--- config.mk ---
export PLATFORM = sky130hd
export DESIGN_NAME = simmem_write_responder
export DESIGN_NICKNAME = d
export VERILOG_FILES = /design/src/rtl/simmem_pkg.sv /design/src/rtl/simmem_addr_fifo.sv /design/src/rtl/simmem_write_responder.sv
export SDC_FILE = /design/constraint.sdc
export NUM_CORES = 1
export LEC_CHECK = 0
export CORE_MARGIN = 4
export CORE_UTILIZATION = 25
export DETAILED_ROUTE_END_ITERATION = 7
export SETUP_SLACK_MARGIN = 0.4
export SLEW_MARGIN = 10
export SYNTH_ARGS = -nofsm -noshare
export SYNTH_HDL_FRONTEND = slang
export SYNTH_HIERARCHICAL = 1
export SYNTH_SLANG_ARGS = --single-unit
--- constraint.sdc ---
create_clock -name clk_i -period 4.4 [get_ports clk_i]
set_clock_uncertainty 0.1 [all_clocks]
set_input_delay 1.1 -clock clk_i [delete_from_list [all_inputs] [get_ports clk_i]]
set_output_delay 1.1 -clock clk_i [all_outputs]
set_load 0.02 [all_outputs]
--- src/rtl/simmem_pkg.sv ---
// Shared types for the simmem write path: AW/W/B message layouts, response
// codes and the write-responder FSM encoding.
package simmem_pkg;

   localparam int unsigned IdWidth           = 2;
   localparam int unsigned AddrWidth         = 30;
   localparam int unsigned AxLenWidth        = 8;
   localparam int unsigned AxSizeWidth       = 3;
   localparam int unsigned AxBurstWidth      = 2;
   localparam int unsigned DataWidth         = 4;
   localparam int unsigned StrbWidth         = 4;
   localparam int unsigned WRespCodeWidth    = 2;
   localparam int unsigned WRespBeatsWidth   = 8;
   localparam int unsigned WRespPayloadWidth = WRespCodeWidth + WRespBeatsWidth;
   localparam int unsigned BeatCntWidth      = AxLenWidth + 1;

   typedef struct packed {
      logic [IdWidth-1:0]      id;
      logic [AddrWidth-1:0]    addr;
      logic [AxLenWidth-1:0]   burst_len;
      logic [AxSizeWidth-1:0]  burst_size;
      logic [AxBurstWidth-1:0] burst_type;
   } waddr_t;

   typedef struct packed {
      logic [DataWidth-1:0] data;
      logic [StrbWidth-1:0] strb;
      logic                 last;
   } wdata_t;

   typedef struct packed {
      logic [IdWidth-1:0]           id;
      logic [WRespPayloadWidth-1:0] payload;
   } wresp_t;

   // Only the fields the responder acts on are queued per pending burst.
   typedef struct packed {
      logic [IdWidth-1:0]    id;
      logic [AxLenWidth-1:0] burst_len;
   } aw_entry_t;

   typedef enum logic [WRespCodeWidth-1:0] {
      WRESP_OKAY   = 2'd0,
      WRESP_EXOKAY = 2'd1,
      WRESP_SLVERR = 2'd2,
      WRESP_DECERR = 2'd3
   } wresp_code_e;

   typedef enum logic [1:0] {
      ST_IDLE = 2'd0,
      ST_DATA = 2'd1,
      ST_RESP = 2'd2
   } wr_state_e;

   function automatic logic [WRespPayloadWidth-1:0] pack_payload(
      input logic [WRespBeatsWidth-1:0] beats_m1,
      input wresp_code_e                code
   );
      return {beats_m1, code};
   endfunction

endpackage

--- src/rtl/simmem_addr_fifo.sv ---
// Generic synchronous FIFO, power-of-two depth, first-word-fall-through head.
module simmem_addr_fifo #(
   parameter int unsigned Depth = 4,
   parameter type         T     = logic
) (
   input  logic clk_i,
   input  logic rst_ni,
   input  logic push_i,
   input  T     data_i,
   input  logic pop_i,
   output T     data_o,
   output logic full_o,
   output logic empty_o
);

   localparam int unsigned         PtrWidth = (Depth > 1) ? $clog2(Depth) : 1;
   localparam logic [PtrWidth:0]   FullCnt  = (PtrWidth+1)'(Depth);

   T                    mem_q [Depth];
   logic [PtrWidth-1:0] wr_ptr_q;
   logic [PtrWidth-1:0] rd_ptr_q;
   logic [PtrWidth:0]   count_q;
   logic                do_push;
   logic                do_pop;

   assign full_o  = (count_q == FullCnt);
   assign empty_o = (count_q == '0);
   assign do_push = push_i & ~full_o;
   assign do_pop  = pop_i & ~empty_o;
   assign data_o  = mem_q[rd_ptr_q];

   always_ff @(posedge clk_i) begin
      if (do_push) begin
         mem_q[wr_ptr_q] <= data_i;
      end
   end

   always_ff @(posedge clk_i) begin
      if (!rst_ni) begin
         wr_ptr_q <= '0;
         rd_ptr_q <= '0;
         count_q  <= '0;
      end else begin
         if (do_push) begin
            wr_ptr_q <= wr_ptr_q + PtrWidth'(1);
         end
         if (do_pop) begin
            rd_ptr_q <= rd_ptr_q + PtrWidth'(1);
         end
         if (do_push && !do_pop) begin
            count_q <= count_q + (PtrWidth+1)'(1);
         end else if (do_pop && !do_push) begin
            count_q <= count_q - (PtrWidth+1)'(1);
         end
      end
   end

endmodule

--- src/rtl/simmem_write_responder.sv ---
// AXI4 write-channel terminator: queues AW bursts, counts W beats against the
// head burst's length and returns one B response per burst.
//
// state   | meaning
// --------+--------------------------------------------------------------
// IDLE    | no pending burst, no response held; W not accepted
// DATA    | head burst open, W beats accepted and counted
// RESP    | response held on B until accepted; W stalled
module simmem_write_responder
   import simmem_pkg::*;
#(
   parameter int unsigned AddrFifoDepth = 4
) (
   input  logic   clk_i,
   input  logic   rst_ni,
   input  waddr_t waddr_i,
   input  logic   waddr_in_valid_i,
   output logic   waddr_in_ready_o,
   input  wdata_t wdata_i,
   input  logic   wdata_in_valid_i,
   output logic   wdata_in_ready_o,
   output wresp_t wresp_o,
   output logic   wresp_out_valid_o,
   input  logic   wresp_out_ready_i
);

   wr_state_e               state_q;
   wr_state_e               state_d;
   aw_entry_t               aw_entry;
   aw_entry_t               head;
   logic                    fifo_full;
   logic                    fifo_empty;
   logic                    fifo_pop;
   logic                    w_hs;
   logic                    b_hs;
   logic                    burst_done;
   logic                    last_on_time;
   logic [BeatCntWidth-1:0] beat_cnt_q;
   logic [BeatCntWidth-1:0] beat_next;
   logic [BeatCntWidth-1:0] expected;
   wresp_t                  resp_q;
   logic                    unused_fields;

   assign aw_entry = '{id: waddr_i.id, burst_len: waddr_i.burst_len};

   simmem_addr_fifo #(
      .Depth (AddrFifoDepth),
      .T     (aw_entry_t)
   ) u_addr_fifo (
      .clk_i   (clk_i),
      .rst_ni  (rst_ni),
      .push_i  (waddr_in_valid_i),
      .data_i  (aw_entry),
      .pop_i   (fifo_pop),
      .data_o  (head),
      .full_o  (fifo_full),
      .empty_o (fifo_empty)
   );

   assign waddr_in_ready_o = ~fifo_full;

   assign w_hs       = wdata_in_valid_i & wdata_in_ready_o;
   assign b_hs       = wresp_out_valid_o & wresp_out_ready_i;
   assign beat_next  = beat_cnt_q + BeatCntWidth'(1);
   assign expected   = {1'b0, head.burst_len} + BeatCntWidth'(1);
   // A missing last still closes the burst once the advertised length is reached.
   assign burst_done   = w_hs & (wdata_i.last | (beat_next == expected));
   assign last_on_time = wdata_i.last & (beat_next == expected);
   assign fifo_pop     = burst_done;

   always_ff @(posedge clk_i) begin
      if (!rst_ni) begin
         state_q <= ST_IDLE;
      end else begin
         state_q <= state_d;
      end
   end

   always_comb begin
      state_d = state_q;
      unique case (state_q)
         ST_IDLE: if (!fifo_empty) state_d = ST_DATA;
         ST_DATA: if (burst_done) state_d = ST_RESP;
         ST_RESP: if (b_hs)       state_d = fifo_empty ? ST_IDLE : ST_DATA;
         default: state_d = ST_IDLE;
      endcase
   end

   always_comb begin
      wdata_in_ready_o  = 1'b0;
      wresp_out_valid_o = 1'b0;
      unique case (state_q)
         ST_DATA: wdata_in_ready_o  = 1'b1;
         ST_RESP: wresp_out_valid_o = 1'b1;
         default: ;
      endcase
   end

   always_ff @(posedge clk_i) begin
      if (!rst_ni) begin
         beat_cnt_q <= '0;
         resp_q     <= '0;
      end else begin
         if (burst_done) begin
            beat_cnt_q     <= '0;
            resp_q.id      <= head.id;
            resp_q.payload <= pack_payload(beat_cnt_q[WRespBeatsWidth-1:0],
                                           last_on_time ? WRESP_OKAY : WRESP_SLVERR);
         end else if (w_hs) begin
            beat_cnt_q <= beat_next;
         end
      end
   end

   assign wresp_o = resp_q;

   assign unused_fields = ^{waddr_i.addr, waddr_i.burst_size, waddr_i.burst_type,
                            wdata_i.data, wdata_i.strb};

endmodule
**After elaboration in Yosys (flattened, before gate mapping)**

Memory sizes are Yosys's and may differ from the RTL's. A register that Yosys moved wholly into a read port is not among the register bits.
Index checks and enable logic that the tools add are counted.

- Flip-flop bits (word level): 30
- RAM bits: 40
- Bits of input ports: 59
- Output and inout port bits: 15
- Logic and storage cells: 54
- Memories: 1

Memory list:

| name | depth | width | rd ports | clocked after Yosys merged registers in | write ports | line | RTL |
|---|---|---|---|---|---|---|---|
| u_addr_fifo.mem_q | 4 | 10 | 1 | 1 | 1 | simmem_addr_fifo.sv:19 | `T mem_q [Depth];` |

- Add/sub/neg operators: 6
- Equality and inequality tests: 7
- Muxes and demuxes: 14
- Bitwise gates (word level): 10
- Reductions and logical operators: 9

Operators by type and width:

| operator | count |
|---|---|
| $mux 2 | 6 |
| $add 8x1->9 const B | 1 |
| $add 9x1->9 const B | 1 |
| $eq 9x9->1 | 1 |
| $and 1x1->1 | 6 |
| $mux 3 | 2 |
| $pmux 2 s3 | 1 |
| $mux 1 | 5 |
| $add 2x1->2 const B | 2 |
| $ne 2x2->1 const B | 2 |
| $add 3x1->3 const B | 1 |
| $eq 3x3->1 const B | 1 |
| $logic_not 3->1 | 1 |
| $not 1->1 | 3 |
| $reduce_and 3->1 | 1 |
| $sub 3x1->3 const B | 1 |
| $eq 2x1->1 const B | 1 |
| $eq 2x2->1 const B | 1 |
| $logic_and 1x1->1 | 2 |
| $logic_not 1->1 | 2 |
| $logic_not 2->1 | 1 |
| $ne 2x1->1 const B | 1 |
| $reduce_bool 2->1 | 1 |
| $reduce_or 2->1 | 1 |
| $or 1x1->1 | 1 |

**Depth between registers and ports, before layout**

Gate-level depths: netlist of the first run.

- Depth after elaboration: 8
- Depth in mapped cells: 17
- Gate-level depth less buffers: 15

**Modules after synthesis**

The synthesis of the first run kept the hierarchy.

By module, submodules not included:

| module | times used | cells an instance | area an instance (um^2) | seq. area each (um^2) |
|---|---|---|---|---|
| simmem_addr_fifo | 1 | 100 | 1924.3 | 1381.3 |
| simmem_write_responder | 1 | 175 | 1428.9 | 440.4 |

**Least setup slack after synthesis of the first run**

OpenSTA, ideal clock, no wires.

- Path kind: flip-flop to flip-flop
- From: reg (tool-made name)
- To: reg u_addr_fifo.count_q[2]
- Library setup time: 70 ps
- Data arrival time: 3617 ps
- Data required time: 4230 ps
- Path slack: 613 ps
- Stages on the path, launching flop included: 17
- Path buffers: 2
- Period minus slack after synthesis: 3787 ps
- Path through: dfxtp_1 > buf_2 > mux4_2 > nand3_1 > nor3b_1 > o21a_1 > o31a_1 > o2111ai_2 > a21oi_4 > buf_6 > o31ai_2 > ha_1 > inv_1 > fa_1 > xor2_1 > or3_1 > a21boi_1

RTL lines:

| element | line | RTL |
|---|---|---|
| end signal: assignment | simmem_addr_fifo.sv:51 | `count_q <= count_q + (PtrWidth+1)'(1);` |
| end signal: assignment | simmem_addr_fifo.sv:53 | `count_q <= count_q - (PtrWidth+1)'(1);` |
| end: declaration | simmem_addr_fifo.sv:22 | `logic [PtrWidth:0] count_q;` |

==> flow_metrics.env, run 1 <==
export IMPL_whs_ns=0.358
export IMPL_cts_tree="yes"
export IMPL_area_growth_pct=22.8
export IMPL_synthTopCellsByArea="edfxtp_1, dfxtp_1, mux4_2"
export IMPL_drt_iter0_drc=84
export IMPL_cts_sinks=71
export IMPL_status="finished clean"
export IMPL_die_area_um2=15300
export IMPL_globalRoute_totalOverflow=0
export IMPL_synth_edf_count=40
export IMPL_drt_total_wl_um=6260
export IMPL_final_hold_viol_count=0
export IMPL_drv_cap=0
export IMPL_grt_setup_unrepaired="no"
export IMPL_grt_max_degree=28
export IMPL_holdCritPathClass="reg -> reg"
export IMPL_irDropWorstVdd_uv=266
export IMPL_track_usage_pct=8.95
export IMPL_portBuffers=29
export IMPL_n_fill_cell=1280
export IMPL_syn_area_per_cell_um2=12.2
export IMPL_grt_pass1_wl_um=10700
export IMPL_path_max_fanout=8
export IMPL_slew_headroom_pct=43.1
export IMPL_ioPinCount=74
export IMPL_startpoint_type="flip-flop"
export IMPL_antenna_found_initial=0
export IMPL_initial_utilization_pct=25.4
export IMPL_slew_violations=0
export IMPL_total_power_uw=1900
export IMPL_syn_area_um2=3350
export IMPL_synth_fp_nets=342
export IMPL_final_nets=372
export IMPL_tightest_slew_ns=0.851
export IMPL_rows=42
export IMPL_worst_setup_path_end_kind="flip-flop"
export IMPL_netlist_top_cells_count="edfxtp_1, nand2_1, dfxtp_1"
export IMPL_cellPowerDensity_nw_per_um2=461
export IMPL_fp_dieH_um=124
export IMPL_fmax_mhz=273
export IMPL_crit_required_ns=4.56
export IMPL_routabilityCongestion=0.782
export IMPL_drc=0
export IMPL_antenna_cells=0
export IMPL_setup_viol=0
export IMPL_placed_area_um2=3810
export IMPL_ys_flop_type="edfxtp_1"
export IMPL_clkLatencyLatePin_ns=0.33
export IMPL_tns_ns=0
export IMPL_rrSetupSlack_ns=0.73
export IMPL_cts_hold_buffers=0
export IMPL_drive_gt1_share_pct=13.2
export IMPL_wl_per_cell_um=12.9
export IMPL_yosysTopAreaCell="edfxtp_1"
export IMPL_cts_resized=0
export IMPL_fin_crit_ns=3.67
export IMPL_ant_nets=0
export IMPL_first_global_vias=2169
export IMPL_viasPerCell=4.40
export IMPL_cts_root_buffer_cell="clkbuf_16"
export IMPL_ys_types=44
export IMPL_syn_inst=275
export IMPL_setup_worst_path_class="reg -> reg"
export IMPL_dieWidth_um=124
export IMPL_async_flop_share_pct=0
export IMPL_ys_ff_latch=71
export IMPL_cp_arrival_ns=3.83
export IMPL_core_area_um2=13200
export IMPL_clk_pin_slew_worst_paths_ns=0.06
export IMPL_cts_buffers=9
export IMPL_yosysSeqAreaShare_pct=54.3
export IMPL_finalCritPeriodShare_pct=83.4
export IMPL_p_leak_uw=0.00133
export IMPL_fin_area_um2=4120
export IMPL_dp_hpwl_um=4430
export IMPL_cts_buffer_depth=2
export IMPL_post_cts_setup_buffer_count=0
export IMPL_synth_top_area_share_pct=35.8
export IMPL_route_vias_total=2136
export IMPL_yosysWarnings=6
export IMPL_h_tree_depth=3
export IMPL_firstDrtPassIters=4
-- sequential cells by signal, summed over array words and instances, names as in the netlist, named ones only --
signal,flops
u_addr_fifo/wr_ptr_q,2
wresp_o,11
u_addr_fifo/count_q,3
beat_cnt_q,9
u_addr_fifo/rd_ptr_q,2
u_addr_fifo/mem_q,40
state_q,2
-- layer usage --
layer	GRT usage [%]	vias to the layer above	wire length, um
met1	10.9	1047	2820
li1	-	1049	-
met2	15.3	31	3180
met3	2.59	9	191
met5	0	-	0
met4	2.70	0	72
-- cells in the final DEF, fill, tap and decap left out, drive strengths merged, types with 6 or more instances in the layout --
cell,synthesis,routed
nor3,8,8
clkdlybuf4s50,0,29
clkbuf,6,9
nand2,40,40
nor2,11,11
ha,7,7
and2,12,12
nor2b,7,7
nand3,10,10
edfxtp,40,40
inv,6,10
mux4,10,10
mux2i,13,13
a21boi,6,6
dfxtp,31,31
xnor2,14,14
-- through the flow --
step / cells / setup slack (ns) / util [%]
3_3_place_gp: 470 / 0.527 / 28.9
3_5_place_dp: 470 / 0.517 / 28.9
6_report: 486 / 0.733 / 31.2
4_1_cts: 486 / 0.471 / 31.2
5_1_grt: 486 / 0.435 / 31.2
2_1_floorplan: 275 / 0.613 / -
-- kinds of logic (layout without fill, tap and decap cells) --
| group | count (synthesis) | after routing | share of synthesized area, % |
|---|---|---|---|
| other | 1 | 1 | 0.112 |
| DFF | 71 | 71 | 54.3 |
| adders and majority gates | 8 | 8 | 3.21 |
| buffers and inverters | 21 | 56 | 3.43 |
| AOI/OAI and AO/OA | 33 | 33 | 8.02 |
| xor gates and xnor gates | 20 | 20 | 5.63 |
| muxes | 23 | 23 | 10.6 |
| and+or+nand+nor | 98 | 98 | 14.7 |
-- worst paths after layout --
| path | from | to | cells after the start |
|---|---|---|---|
| min | wresp_o[4] | wresp_o[4] | 2 |
| max reg2reg | flip-flop | u_addr_fifo/count_q[2] | 14 |
| min reg2reg | wresp_o[4] | wresp_o[4] | 2 |
| max | flip-flop | u_addr_fifo/count_q[2] | 14 |
-- final cells by class --
cell class / instances / area [um^2] / area share (%)
Sequential cell: 71 / 1830 / 44.3
Multi-Input combinational cell: 183 / 1420 / 34.4
Timing Repair Buffer: 34 / 332 / 8.05
Clock buffer: 9 / 225 / 5.47
Tap cell: 176 / 220 / 5.35
Clock inverter: 7 / 76.3 / 1.85
Inverter: 6 / 22.5 / 0.547
-- power by group --
part           leakage [uW]  internal [uW]  switching (uW)
logic              0.000566            170             196
clock network      0.000149            402             309
registers          0.000619            773            47.6
-- critical path, cell delays in order (launching register included) --
cell       delay (ns)
dfxtp_4          0.40
buf_6            0.16
mux4_2           0.61
nor3b_1          0.18
o21a_1           0.16
o31a_1           0.24
o2111ai_2        0.27
a21oi_4          0.10
o31ai_2          0.11
ha_1             0.25
inv_1            0.06
fa_1             0.37
xor2_1           0.16
or3_1            0.30
a21boi_1         0.13
No activity file was read; power rests on OpenSTA's default activity.
==> inputs of run 2 (changes only) <==
- clock period: 4.4 -> 3.56 ns (I/O delays scaled with it)
==> flow_metrics.env, run 2 (synthesized netlist as in run 1, its figures left out) <==
export IMPL_cts_buffer_depth=2
export IMPL_total_power_uw=2370
export IMPL_power_share_clock_pct=33.6
export IMPL_largest_register_ffs=40
export IMPL_irDropWorstVdd_uv=332
export IMPL_first_global_vias=2112
export IMPL_setup_worst_path_class="reg -> reg"
export IMPL_swShare_pct=28.1
export IMPL_core_area_um2=13200
export IMPL_antenna_cells=0
export IMPL_drv_cap=0
export IMPL_final_hold_viol_count=0
export IMPL_portBuffers=29
export IMPL_layout_common_cells="edfxtp_1, nand2_1, dfxtp_1"
export IMPL_regMostFlops="u_addr_fifo/mem_q"
export IMPL_initial_utilization_pct=25.4
export IMPL_seqPwrFrac_pct=43.0
export IMPL_crit_buf_inv=2
export IMPL_fin_area_um2=4350
export IMPL_cts_tree="yes"
export IMPL_crit_required_ns=3.73
export IMPL_drc=0
export IMPL_wl_per_cell_um=13.2
export IMPL_seq_area_um2=1830
export IMPL_cp_cell_sequence="buf_12 > mux4_2 > ha_4 > nand2_2 > or3_4 > a22o_1 > a211oi_2 > o2111ai_2 > a21oi_4 > o31ai_4 > ha_4 > inv_2 > fa_2 > xor2_1 > or3_1 > a21boi_2"
export IMPL_hp_start="wresp_o[9]"
export IMPL_fin_crit_ns=3.53
export IMPL_drt_iter0_drc=83
export IMPL_grt_max_degree=43
export IMPL_path_common_cell="ha_4"
export IMPL_n_fill_cell=1290
export IMPL_multi_input_area_um2=1490
export IMPL_dieWidth_um=124
export IMPL_cts_root_buffer_cell="clkbuf_16"
export IMPL_placed_area_um2=3950
export IMPL_p_leak_uw=0.00143
export IMPL_firstDrtPassIters=4
export IMPL_rrSetupSlack_ns=0.03
export IMPL_route_vias_total=2180
export IMPL_drive_gt1_share_pct=19.4
export IMPL_cts_hold_buffers=0
export IMPL_globalRoute_totalOverflow=0
export IMPL_area_growth_pct=29.7
export IMPL_layout_commonest_cell="edfxtp_1"
export IMPL_cellPowerDensity_nw_per_um2=545
export IMPL_rows=42
export IMPL_grt_pass1_wl_um=10400
export IMPL_combPwrFrac_pct=23.4
export IMPL_min_to="wresp_o[9]"
export IMPL_slew_violations=0
export IMPL_status="finished clean"
export IMPL_whs_ns=0.357
export IMPL_cts_sinks=71
export IMPL_final_util_pct=33.0
export IMPL_critPathSlowestCell="mux4_2"
export IMPL_clkLatencyLatePin_ns=0.33
export IMPL_h_tree_depth=3
export IMPL_reg2reg_depth=16
export IMPL_whs_path_depth=2
export IMPL_slowest_delay_ns=0.42
export IMPL_worst_setup_path_end_kind="flip-flop"
export IMPL_tightest_slew_ns=0.540
export IMPL_internal_power_uw=1700
export IMPL_clk_pin_slew_worst_paths_ns=0.06
export IMPL_grt_setup_unrepaired="yes"
export IMPL_fp_dieH_um=124
export IMPL_power_switching_uw=667
export IMPL_slew_headroom_pct=64.0
export IMPL_path_max_fanout=4
export IMPL_finalCritPeriodShare_pct=99.2
export IMPL_viasPerCell=4.35
export IMPL_track_usage_pct=8.96
export IMPL_setup_viol=0
export IMPL_final_nets=387
export IMPL_drt_total_wl_um=6610
export IMPL_cts_buffers=9
export IMPL_cp_arrival_ns=3.70
export IMPL_routabilityCongestion=0.760
export IMPL_fmax_mhz=283
export IMPL_cp_top_family="compound AO/OA/AOI/OAI gates"
export IMPL_antenna_found_initial=0
export IMPL_ioPinCount=74
export IMPL_holdCritPathClass="reg -> reg"
export IMPL_dp_hpwl_um=4550
export IMPL_die_area_um2=15300
export IMPL_ant_nets=0
export IMPL_startpoint_type="flip-flop"
export IMPL_r2r_end="u_addr_fifo/count_q[2]"
==> run 2: worst max path at each step <==
stage,from,end,slack (ns),cells past startpoint
2_1_floorplan,flip-flop,u_addr_fifo/count_q[2],0.06,17
6_report,flip-flop,u_addr_fifo/count_q[2],0.03,16
5_1_grt,flip-flop,u_addr_fifo/count_q[2],-0.20,16
4_1_cts,flip-flop,u_addr_fifo/count_q[2],0.006,16
3_3_place_gp,flip-flop,u_addr_fifo/count_q[2],0.07,16
3_5_place_dp,flip-flop,u_addr_fifo/count_q[2],-0.006,16
==> run 2: cell type report <==
cell class | count | area share (%)
inverter | 6 | 0.518
multi-input combinational | 183 | 34.3
clock buffer | 10 | 5.26
timing repair buffer | 49 | 12.1
clock inverter | 6 | 0.834
sequential | 71 | 42.0
tap | 176 | 5.06
==> run 2: what timing repair did <==
item / in CTS / in global routing
hold endpoints to repair: 0 / 0
pin swaps: 0 / 2
resized for setup: 5 / 7
setup endpoints to repair: 5 / 17
cloned: 0 / 1
setup buffers: 5 / 2
==> run 2: worst reg2reg max path: cells and delay by family (launching register included) <==
kind / cells / cell delay (ns)
multiplexers: 1 / 0.43
adder cells (fa/ha/maj): 3 / 0.55
AO/OA/AOI/OAI: 6 / 1.08
AND/OR/NAND/NOR: 3 / 0.71
flip-flops: 1 / 0.36
XOR/XNOR: 1 / 0.07
buffers and inverters: 2 / 0.18
==> run 2: power groups by stage <==
stage	Sequential [uW]	Clock (uW)	Combinational, uW
finish	1020	797	554
global route	1030	861	613
CTS	1020	821	532
detailed placement	1030	0	511
global placement	1030	0	500
floorplan	1020	0	373
==> run 2: per-layer routing <==
metal	vias to the layer above	share of wire, %	global-route usage (%)
met4	0	1.9	3.94
met3	13	4.5	3.50
li1	1077	-	-
met2	43	49	14.3
met1	1047	44	10.7
met5	-	0	0
==> run 2: through the flow <==
step | instances | TNS, ns | setup slack, ns
finish | 501 | 0 | 0.0277
global route | 501 | -0.311 | -0.199
CTS | 498 | 0 | 0.00635
detailed placement | 477 | -0.00565 | -0.00565
global placement | 477 | 0 | 0.0733
floorplan | 275 | 0 | 0.0578
==> patch (config.mk and constraints of run 2) <==
Reset style: asynchronous (`rst_ni`), changed in 3 clocked blocks.
--- a/src/rtl/simmem_addr_fifo.sv
+++ b/src/rtl/simmem_addr_fifo.sv
@@ -37,3 +37,3 @@
 
-   always_ff @(posedge clk_i) begin
+   always_ff @(posedge clk_i or negedge rst_ni) begin
       if (!rst_ni) begin
--- a/src/rtl/simmem_write_responder.sv
+++ b/src/rtl/simmem_write_responder.sv
@@ -70,3 +70,3 @@
 
-   always_ff @(posedge clk_i) begin
+   always_ff @(posedge clk_i or negedge rst_ni) begin
       if (!rst_ni) begin
@@ -98,3 +98,3 @@
 
-   always_ff @(posedge clk_i) begin
+   always_ff @(posedge clk_i or negedge rst_ni) begin
       if (!rst_ni) begin
Function: differs if rst_ni is asserted again (counterexample within 4 cycles, from zero or initial values and one cycle with rst_ni low); with rst_ni held inactive, the same outputs for 10 cycles.
==> patch against run 2 <==
Count of clock-buffer cells in the layout fell by 1. Design area down 1.4%. Via count fell by 12%. Sequential cell count decreased by 2. Fmax is 0.31% higher. Critical path depth is 2 lower. Routed wire length shrank 4.9%. Area after synthesis down 1.8%. Setup slack gained 0.011 ns. Critical path type unchanged. Critical endpoint is now u_addr_fifo/count_q[1]. Highest routed layer unchanged.
Power is not compared: it rests on default switching activity, and its combinational part moved more than twofold at a synthesized area within 25%.
==> patch: results (changes against run 2) <==
<table>
<tr><th>Metric</th><th>Value</th></tr>
<tr><th colspan="2">Finish</th></tr>
<tr><td>Sequential cell count</td><td>69 (-2.8%)</td></tr>
<tr><td>Total area of multi-input combinational cells</td><td>1310 µm² (-12%)</td></tr>
<tr><td>Multi-input logic cell count</td><td>132 (-28%)</td></tr>
<tr><td># nets final</td><td>340 (-12%)</td></tr>
<tr><td>Number of logic inverters in the finished layout</td><td>9 (+3)</td></tr>
<tr><td>Sequential cell area share</td><td>45.0% (+3.0 points)</td></tr>
<tr><td>Relative area of clock buffers and inverters in the final design</td><td>7.12% (+1.0 points)</td></tr>
<tr><td>Final instance count without filler cells</td><td>450 (-10%)</td></tr>
<tr><th colspan="2">Global route</th></tr>
<tr><td>Vias in the first global route</td><td>1971 (-6.7%)</td></tr>
<tr><td>Maximum number of pins on one net before global-route repair</td><td>30 (-30%)</td></tr>
<tr><td>Met3 GRT Util</td><td>2.95% (-0.55 points)</td></tr>
<tr><th colspan="2">Run status</th></tr>
<tr><td>Outcome</td><td>finished, final reports clean</td></tr>
<tr><th colspan="2">STA</th></tr>
<tr><td>Maximum clock frequency</td><td>284 MHz (+0.31%)</td></tr>
<tr><td>Final Hold Slack</td><td>0.386 ns (+0.0289 ns)</td></tr>
<tr><td>Measured slew at the worst slew-check pin</td><td>0.584 ns (+0.0432 ns)</td></tr>
<tr><th colspan="2">Place</th></tr>
<tr><td>Cell Area, Placed</td><td>3870 µm² (-2.2%)</td></tr>
<tr><td>Final weighted congestion in routability-driven placement</td><td>0.723 (-4.8%)</td></tr>
<tr><th colspan="2">Hold path</th></tr>
<tr><td>Endpoint of the worst hold-timing path</td><td>u_addr_fifo/count_q[2]</td></tr>
<tr><th colspan="2">Logic synthesis</th></tr>
<tr><td>Synth unique cells</td><td>51 (+16%)</td></tr>
<tr><td>Sequential area share after synthesis</td><td>58.5% (+4.2 points)</td></tr>
<tr><td>Leading cell types by count after synthesis</td><td>40 x sky130_fd_sc_hd__edfxtp_1, 29 x sky130_fd_sc_hd__dfrtp_1, 12 x sky130_fd_sc_hd__xnor2_1, 11 x sky130_fd_sc_hd__nand2_1, 10 x sky130_fd_sc_hd__mux4_2</td></tr>
<tr><td>Syn_nets</td><td>286 (-16%)</td></tr>
<tr><td>Proportion of synthesized flip-flops having asynchronous set or reset</td><td>42.0% (+42 points)</td></tr>
<tr><th colspan="2">Detailed routing</th></tr>
<tr><td>DRC marker count from the first detailed-route iteration</td><td>108 (+30%)</td></tr>
<tr><td>Total via count after detailed routing</td><td>1926 (-12%)</td></tr>
<tr><td>Total length of routed met2 wires</td><td>2910 µm (-11%)</td></tr>
<tr><th colspan="2">Setup path</th></tr>
<tr><td>Critical Path End</td><td>u_addr_fifo/count_q[1]</td></tr>
<tr><td>CP delay by family, top</td><td>multiplexers</td></tr>
<tr><th colspan="2">Clocking</th></tr>
<tr><td>Number of post-CTS setup repair buffers</td><td>9 (+4)</td></tr>
</table>
-- patch: cell types whose count changed in the layout (fill, tap and decap cells not counted), moves of 7 or more --
cell / delta
sky130_fd_sc_hd__dfxtp_1: -30
sky130_fd_sc_hd__nand2_1: -29
sky130_fd_sc_hd__mux2_4: +8
sky130_fd_sc_hd__and2_1: -7
sky130_fd_sc_hd__dfrtp_1: +29
sky130_fd_sc_hd__mux2i_1: -12
-- patch: cells by family after synthesis --
| logic type | Yosys count | share of synthesized area (%) |
|---|---|---|
| other | 1 | 0.114 |
| AOI/OAI and AO/OA | 24 | 5.81 |
| DFF | 69 | 58.5 |
| muxes | 24 | 12.5 |
| xor gates and xnor gates | 22 | 6.72 |
| buffers and inverters | 18 | 3.15 |
| and+or+nand+nor | 53 | 9.92 |
| adders and majority gates | 8 | 3.27 |
